### config.mk
export PLATFORM = sky130hd
export DESIGN_NAME = spi_tx_queue
export DESIGN_NICKNAME = d
export VERILOG_FILES = /design/src/rtl/spi_pkg.sv /design/src/rtl/sync_fifo.sv /design/src/rtl/spi_tx_queue.sv
export SDC_FILE = /design/constraint.sdc
export NUM_CORES = 1
export LEC_CHECK = 0
export CORE_MARGIN = 2
export CORE_UTILIZATION = 55
export DETAILED_ROUTE_END_ITERATION = 10
export DONT_BUFFER_PORTS = 1
export PLACE_DENSITY = 0.67
export SLEW_MARGIN = 15
export SYNTH_ARGS = -nofsm -noshare
export SYNTH_HDL_FRONTEND = slang
export SYNTH_SLANG_ARGS = --single-unit
### constraint.sdc
create_clock -name clk -period 3.4 [get_ports clk]
set_clock_uncertainty 0.05 [all_clocks]
set_input_delay 0.68 -clock clk [delete_from_list [all_inputs] [get_ports clk]]
set_output_delay 0.68 -clock clk [all_outputs]
set_load 0.05 [all_outputs]
### src/rtl/spi_pkg.sv
// ---------------------------------------------------------------------------
// | Module      : spi_pkg                                                   |
// | Description : Shared types and defaults for the SPI transmit path.      |
// | Revision    : 1.0 - initial release                                     |
// ---------------------------------------------------------------------------
`default_nettype none

package spi_pkg;

  // Word width of the SPI master's din port
  localparam int SPI_DATA_W = 12;

  typedef logic [SPI_DATA_W-1:0] spi_word_t;

  typedef enum logic [2:0] {
    IDLE       = 3'd0,
    ISSUE      = 3'd1,
    WAIT_START = 3'd2,
    WAIT_END   = 3'd3,
    GAP        = 3'd4
  } txq_state_t;

endpackage

`default_nettype wire

### src/rtl/sync_fifo.sv
// ---------------------------------------------------------------------------
// | Module      : sync_fifo                                                 |
// | Description : Single-clock circular FIFO with occupancy count. Writes   |
// |               while full are dropped and flagged on ovf.               |
// | Revision    : 1.0 - initial release                                     |
// ---------------------------------------------------------------------------
`default_nettype none

module sync_fifo #(
  parameter int DATA_W = 12,
  parameter int DEPTH  = 8
) (
  input  logic                       clk,
  input  logic                       rst,
  input  logic                       push,
  input  logic                       pop,
  input  logic [DATA_W-1:0]          wdata,
  output logic [DATA_W-1:0]          rdata,
  output logic                       full,
  output logic                       empty,
  output logic [$clog2(DEPTH+1)-1:0] level,
  output logic                       ovf
);

  localparam int LVL_W = $clog2(DEPTH + 1);
  localparam int PTR_W = $clog2(DEPTH);

  logic [DATA_W-1:0] r_mem [DEPTH];
  logic [PTR_W-1:0]  r_wr_ptr;
  logic [PTR_W-1:0]  r_rd_ptr;
  logic [LVL_W-1:0]  r_level;
  logic              w_do_push;
  logic              w_do_pop;

  // full/empty come from the registered level, so a pop in the same cycle
  // never makes room for a write that arrived while full
  assign full      = (r_level == LVL_W'(DEPTH));
  assign empty     = (r_level == '0);
  assign level     = r_level;
  assign w_do_push = push & ~full;
  assign w_do_pop  = pop & ~empty;
  assign ovf       = push & full;
  assign rdata     = r_mem[r_rd_ptr];

  // Storage array; contents need no reset because level gates every read
  always_ff @(posedge clk) begin
    if (w_do_push) begin
      r_mem[r_wr_ptr] <= wdata;
    end
  end

  // Pointers wrap naturally since DEPTH is a power of two
  always_ff @(posedge clk) begin
    if (rst) begin
      r_wr_ptr <= '0;
      r_rd_ptr <= '0;
      r_level  <= '0;
    end else begin
      if (w_do_push) begin
        r_wr_ptr <= r_wr_ptr + 1'b1;
      end
      if (w_do_pop) begin
        r_rd_ptr <= r_rd_ptr + 1'b1;
      end
      case ({w_do_push, w_do_pop})
        2'b10:   r_level <= r_level + 1'b1;
        2'b01:   r_level <= r_level - 1'b1;
        default: r_level <= r_level;
      endcase
    end
  end

endmodule

`default_nettype wire

### src/rtl/spi_tx_queue.sv
// ---------------------------------------------------------------------------
// | Module      : spi_tx_queue                                              |
// | Description : Command queue feeding the SPI master: issues one word per |
// |               frame as a newd pulse, tracks cs for frame start/end,    |
// |               enforces an inter-frame gap and watches for stalls.      |
// | Revision    : 1.0 - initial release                                     |
// ---------------------------------------------------------------------------
`default_nettype none

module spi_tx_queue
  import spi_pkg::*;
#(
  parameter int DATA_W      = SPI_DATA_W,
  parameter int DEPTH       = 8,
  parameter int GAP_CYC     = 4,
  parameter int TIMEOUT_CYC = 1024
) (
  input  logic                       clk,
  input  logic                       rst,
  input  logic                       wr_en,
  input  logic [DATA_W-1:0]          wr_data,
  output logic                       full,
  output logic                       empty,
  output logic [$clog2(DEPTH+1)-1:0] level,
  output logic                       newd,
  output logic [DATA_W-1:0]          din,
  input  logic                       cs_in,
  output logic                       busy,
  input  logic                       err_clr,
  output logic                       err_ovf,
  output logic                       err_tmo,
  output logic [15:0]                sent_cnt
);

  localparam int TMR_MAX  = (TIMEOUT_CYC > GAP_CYC) ? TIMEOUT_CYC : GAP_CYC;
  localparam int TMR_W    = $clog2(TMR_MAX + 1);
  // GAP_CYC of 0 behaves as a single pass-through cycle
  localparam int GAP_LAST = (GAP_CYC == 0) ? 0 : GAP_CYC - 1;

  txq_state_t        r_state;
  txq_state_t        w_state_next;
  logic [TMR_W-1:0]  r_timer;
  logic              r_cs;
  logic              w_pop;
  logic              w_tmo_evt;
  logic              w_frame_done;
  logic              w_timer_last;
  logic [DATA_W-1:0] w_head;
  logic              w_ovf_evt;

  sync_fifo #(
    .DATA_W (DATA_W),
    .DEPTH  (DEPTH)
  ) u_fifo (
    .clk   (clk),
    .rst   (rst),
    .push  (wr_en),
    .pop   (w_pop),
    .wdata (wr_data),
    .rdata (w_head),
    .full  (full),
    .empty (empty),
    .level (level),
    .ovf   (w_ovf_evt)
  );

  assign w_timer_last = (r_timer == TMR_W'(TIMEOUT_CYC - 1));

  // State register
  always_ff @(posedge clk) begin
    if (rst) begin
      r_state <= IDLE;
    end else begin
      r_state <= w_state_next;
    end
  end

  // Next-state logic plus the frame-done and timeout events it decides
  always_comb begin
    w_state_next = r_state;
    w_tmo_evt    = 1'b0;
    w_frame_done = 1'b0;
    case (r_state)
      IDLE: begin
        if (!empty) begin
          w_state_next = ISSUE;
        end
      end
      ISSUE: begin
        w_state_next = WAIT_START;
      end
      WAIT_START: begin
        if (!r_cs) begin
          w_state_next = WAIT_END;
        end else if (w_timer_last) begin
          w_tmo_evt    = 1'b1;
          w_state_next = IDLE;
        end
      end
      WAIT_END: begin
        if (r_cs) begin
          w_frame_done = 1'b1;
          w_state_next = GAP;
        end else if (w_timer_last) begin
          w_tmo_evt    = 1'b1;
          w_state_next = IDLE;
        end
      end
      GAP: begin
        if (r_timer == TMR_W'(GAP_LAST)) begin
          w_state_next = IDLE;
        end
      end
      default: begin
        w_state_next = IDLE;
      end
    endcase
  end

  // Outputs decoded from the current state
  always_comb begin
    newd  = (r_state == ISSUE);
    busy  = (r_state != IDLE);
    w_pop = (r_state == IDLE) && !empty;
  end

  // Datapath: cs sampling, wait timer, held word, error flags, frame counter
  always_ff @(posedge clk) begin
    if (rst) begin
      r_cs     <= 1'b1;
      r_timer  <= '0;
      din      <= '0;
      err_ovf  <= 1'b0;
      err_tmo  <= 1'b0;
      sent_cnt <= '0;
    end else begin
      r_cs <= cs_in;
      // Timer restarts on every state entry
      if (w_state_next != r_state) begin
        r_timer <= '0;
      end else begin
        r_timer <= r_timer + 1'b1;
      end
      if (w_pop) begin
        din <= w_head;
      end
      // A new error event takes priority over a simultaneous clear
      if (w_ovf_evt) begin
        err_ovf <= 1'b1;
      end else if (err_clr) begin
        err_ovf <= 1'b0;
      end
      if (w_tmo_evt) begin
        err_tmo <= 1'b1;
      end else if (err_clr) begin
        err_tmo <= 1'b0;
      end
      if (w_frame_done) begin
        sent_cnt <= sent_cnt + 16'd1;
      end
    end
  end

endmodule

`default_nettype wire

---- Word level (Yosys, flattened, before mapping) ----
Memories as Yosys holds them, arrays and structs flattened. A register that Yosys moved wholly into a read port is not among the register bits.
Cells that the tools add are included.
operators by class
  add/sub/neg operators ................... 6
  equal/unequal tests ..................... 10
  mux-type cells .......................... 18
  bitwise operators ....................... 5
  reductions and logical operators ........ 9
operator list
  cell                   number
  $add 16x1->16 const B  1
  $mux 3                 5
  $pmux 3 s5             1
  $add 11x1->11 const B  1
  $eq 11x10->1 const B   1
  $eq 11x2->1 const B    1
  $mux 1                 10
  $pmux 4 s2             1
  $add 3x1->3 const B    2
  $eq 3x2->1 const B     2
  $reduce_bool 2->1      3
  $add 4x1->4 const B    1
  $eq 4x4->1 const B     1
  $logic_not 4->1        1
  $sub 4x1->4 const B    1
  $and 1x1->1            3
  $eq 3x1->1 const B     1
  $eq 3x3->1 const B     1
  $logic_not 3->1        1
  $ne 3x3->1             1
  $reduce_bool 3->1      1
  $eq 2x1->1 const B     1
  $eq 2x2->1 const B     1
  $not 1->1              2
  other kinds (4)        4
word-level totals
  register bits after elaboration ......... 43
  RAM bits ................................ 96
  input bits .............................. 17
  output and inout bits ................... 38
  logic and storage cells ................. 58
  memories kept ........................... 1
memories
  memory        words  width  read ports  clocked after memory_dff  wr ports  line             RTL
  u_fifo.r_mem  8      12     1           1                         1         sync_fifo.sv:28  logic [DATA_W-1:0] r_mem [DEPTH];

---- Depth between registers and ports, before layout ----
  depth after elaboration ................. 6
  depth in mapped cells ................... 12

---- Cells and area by module ----
A second synthesis with hierarchy kept.
second synthesis, totals
  cell total of the unflattened synthesis .. 449
  area, all modules ....................... 6,386.1 um2
by module, submodules not included
  module        times used  cells each  area an instance (um2)
  sync_fifo     1           214         4,360.4
  spi_tx_queue  1           235         2,025.7

---- Worst setup path before layout ----
Ideal clock, no wire load.
  path kind ............................... reg-to-reg
  start ................................... register u_fifo.r_level[0] (netlist: u_fifo.level[0])
  end ..................................... memory u_fifo.r_mem[2][0], enable pin
  setup time .............................. 0.417 ns
  arrival time ............................ 2.588 ns
  data required time ...................... 2.933 ns
  slack ................................... 0.345 ns
  stages on the path, launching flop included .. 5
  path buffers ............................ 1
  path through ............................ dfxtp_1 or4b_1 clkbuf_1 nand2_2 nor4b_1
between the ends
  word-level cells in the longest chain between the ends .. 5
ends and longest elaborated chain
  element                       line             RTL
  from (decl)                   sync_fifo.sv:31  logic [LVL_W-1:0] r_level;
  from (signal assigned)        sync_fifo.sv:66  2'b10: r_level <= r_level + 1'b1;
  from (signal assigned)        sync_fifo.sv:67  2'b01: r_level <= r_level - 1'b1;
  from (signal assigned)        sync_fifo.sv:68  default: r_level <= r_level;
  $eq 4x4->1                    sync_fifo.sv:37  assign full = (r_level == LVL_W'(DEPTH));
  $not 1->1                     sync_fifo.sv:40  assign w_do_push = push & ~full;
  $and 1x1->1                   sync_fifo.sv:40
  $mux 1                        sync_fifo.sv:47  if (w_do_push) begin
  $mux 1 (implied by the code)  sync_fifo.sv:48  r_mem[r_wr_ptr] <= wdata;
  to (decl)                     sync_fifo.sv:28
No other way between the ends.

---- Worst setup path after layout ----
  start ................................... register u_fifo.r_level[0] (netlist: u_fifo.level[0])
  end ..................................... register u_fifo.r_level[3] (netlist: u_fifo.level[3])
between the ends
  word-level cells in the longest chain between the ends .. 6
  elaborated cells on any way between the ends .. 14
  those cells by class .................... add/sub (2); eq/ne (3); mux (1); bitwise (4); reduce/logical (4)
ends and longest elaborated chain
  element                                                 line                 RTL
  $logic_not 4->1                                         sync_fifo.sv:38      assign empty = (r_level == '0);
  $logic_not 1->1                                         spi_tx_queue.sv:124  w_pop = (r_state == IDLE) && !empty;
  $logic_and 1x1->1                                       spi_tx_queue.sv:124
  $and 1x1->1                                             sync_fifo.sv:41      assign w_do_pop = pop & ~empty;
  $eq 2x1->1 / $eq 2x2->1 (equally long branches)         sync_fifo.sv:65      case ({w_do_push, w_do_pop})
  $pmux 4 s2 / $reduce_bool 2->1 (equally long branches)  -
Parallel ways exist; a longest one is shown, timed or not.
A chain may end at the register's enable or synchronous reset.

==> results.toml <==
[detailed_routing]
drt-wirelength-per-cell_um = 19.2
drtAntennaViolNets = 0
drt-total-wl_um = 11400
vias_per_cell = 5.78
drc_errors = 0
drt-initial-drc-count = 324
vias = 3434
drt_pass1_iterations = 4

[yosys]
synth_seq_cells = 151
synth.avg_cell_area_um2 = 14.3
syn_inst = 430
syn_nets = 456
synthesis.area_mm2 = 0.00613
ys_warn_count = 0
yosysUniqueCellTypes = 52
async_flop_share = 0
synth_edf_count = 96
synth_ff_type = "edfxtp_1"
ys_seq_area_frac = 0.650

[sta]
timing_hold_violations_final = 0
final-setup-viol-count = 0
slew-limit-headroom = 0.346
period_share = 0.834
min_period_ns = 2.84
hold_ws_ns = 0.167
drv_slew = 0
max_slew.worst_pin.slew_ns = 0.979
rsz0062_at_grt = "false"
setup_tns_ns = 0
max_freq_mhz = 352

[floorplan]
die_y_um = 110
coreArea_mm2 = 0.0108
die_area_mm2 = 0.0120
start_util = 0.566
rows = 38
ios = 55
fp.dieW_um = 110

[clocking]
cts_root_buffer = "clkbuf_8"
post_cts_resized = 0
clk_latency_ns = 0.53
path_clk_slew_ns = 0.06
htreeDepth = 4
cts_buffer_depth = 2
cts_setup_buffers = 0
cts_inserted_buffers = 17
cts_tree = "yes"
cts_sinks = 151
postCtsHoldBufs = 0

[finish]
num_antenna_cells = 0
area_delta_synth_final_pct = 12.9
nNetsFinal = 467
fillers = 790
drive_above_1_share = 0.196

[grt]
antenna_found_initial = 0
grt_first_pass_wirelength_um = 17800
grt_usage = 0.208
grt_pass1_vias = 3373
gr-total-overflow = 0
grt_start_max_net_pins = 46

[placement]
port_buffers = 0
gp_congestion = 0.768
dp_hpwl_um = 7090

[run]
cap_violations = 0

[setup_path]
crit_fanout = 7
cp.required_ns = 3.76
crit_path_start_kind = "register"
setup.worst_path.end_class = "register"
cp.arrival_ns = 3.20
crit_type = "reg2reg"

[power]
power_leakage_nw = 2.31
peakVddDrop_uv = 563
powerDensity_mw_per_mm2 = 815

[outcome]
status = "finished clean"

[worst_hold_path]
hold_path_class = "in2reg"
[cell usage in the layout (no fill, tap or decap), types with 3 or more instances in the layout]
cell type	netlist	layout
and3_1	5	5
nor3_2	1	3
xor2_1	16	16
edfxtp_1	96	96
dfxtp_1	55	54
clkbuf_16	0	16
a211oi_1	12	12
clkinvlp_4	0	3
nor2_1	42	42
mux2i_1	14	14
o21ai_0	6	6
inv_6	0	4
nand2_1	12	12
nor2b_1	4	4
mux4_2	24	24
nand4_1	6	6
buf_4	3	16
xnor2_1	8	8
or3_1	5	5
ha_1	8	8
inv_8	0	3
nand3_1	15	15
nor3_1	13	11
a21oi_1	16	16
inv_1	13	13
[layout make-up]
type | instances | area [um2] | area share
sequential | 151 | 3990 | 0.576
multi-input combinational | 241 | 2000 | 0.290
clock buffer | 18 | 418 | 0.0604
tap | 140 | 175 | 0.0253
clock inverter | 14 | 164 | 0.0237
timing repair buffer | 16 | 120 | 0.0174
inverter | 14 | 55.1 | 0.00795
[cells in the mapped netlist, drive strengths merged, types with 2 or more instances]
cell type | instances | area share
dfxtp | 55 | 0.18
nor3b | 2 | 0.0024
nand4 | 7 | 0.0082
mux4 | 24 | 0.088
nor4 | 3 | 0.0031
inv | 14 | 0.0090
nand2b | 2 | 0.0020
a211oi | 12 | 0.015
or4 | 2 | 0.0031
o21ai | 7 | 0.0063
buf | 17 | 0.017
nor2b | 4 | 0.0041
xnor2 | 8 | 0.011
edfxtp | 96 | 0.47
or3 | 5 | 0.0051
and3 | 5 | 0.0051
nand2 | 14 | 0.010
nand3 | 16 | 0.014
and4 | 2 | 0.0029
nor2 | 42 | 0.026
nor3 | 14 | 0.012
mux2i | 14 | 0.023
o31ai | 2 | 0.0024
xor2 | 16 | 0.023
ha | 8 | 0.016
clkbuf | 7 | 0.0045
nor4b | 4 | 0.0057
a21oi | 16 | 0.013
[metal layers]
| metal | vias up | share of wire | global-route usage | wire [um] |
|---|---|---|---|---|
| met5 | - | 0 | 0 | 0 |
| met4 | 0 | 0.0044 | 0.0624 | 50 |
| met3 | 4 | 0.050 | 0.0753 | 571 |
| met2 | 80 | 0.53 | 0.353 | 6080 |
| met1 | 1714 | 0.41 | 0.249 | 4700 |
| li1 | 1636 | - | - | - |
[report_power, final]
| part | switching, mW | internal, mW | total [mW] |
|---|---|---|---|
| logic | 0.701 | 0.503 | 1.20 |
| registers | 0.470 | 2.14 | 2.61 |
| clock network | 0.758 | 1.07 | 1.82 |
| total | 1.93 | 3.71 | 5.64 |
[worst max-delay path, stage by stage (launching register included)]
cell     delay (ns)
dfxtp_1        0.37
or4b_1         0.65
nand2_2        0.23
ha_1           0.25
ha_1           0.25
a21o_1         0.18
a21oi_1        0.17
mux2i_1        0.24
mux2_2         0.35
[registers in the layout, indices dropped and copies added (netlist names)]
name	count
u_fifo.r_mem	96
sent_cnt	16
din	12
r_timer	11
u_fifo.level	4
r_state	3
u_fifo.r_rd_ptr	3
u_fifo.r_wr_ptr	3
err_ovf	1
err_tmo	1
r_cs	1
[path summary, 6_finish.rpt]
| check | start | endpoint | slack [ns] | depth (start not counted) |
|---|---|---|---|---|
| setup reg to reg | u_fifo.level[0] | u_fifo.level[3] | 0.56 | 8 |
| setup / recovery | u_fifo.level[0] | u_fifo.level[3] | 0.56 | 8 |
| hold / removal | rst | sent_cnt[7] | 0.17 | 1 |
| hold reg to reg | r_timer[0] | r_timer[0] | 0.47 | 1 |
[per-stage QoR]
stage                     power [mW]  cells  setup WS [ns]  instance area, um2   util
final                           5.64    594          0.563                6920  0.639
after global routing            5.93    594          0.435                6920  0.639
after CTS                       5.71    594          0.560                6920  0.639
after detailed placement        3.88    562          0.578                6340  0.585
after global placement          3.83    562          0.649                6340  0.585
after floorplan                 3.64    430          0.345                6130      -
[logic make-up after synthesis]
| kind of cell | synth area share |
|---|---|
| flops | 0.650 |
| mux | 0.113 |
| buf+inv | 0.0300 |
| simple gates | 0.111 |
| fa+ha+maj | 0.0196 |
| xor+xnor | 0.0343 |
| compound gates | 0.0433 |
Note: power is estimated with default switching activity, not from simulation.
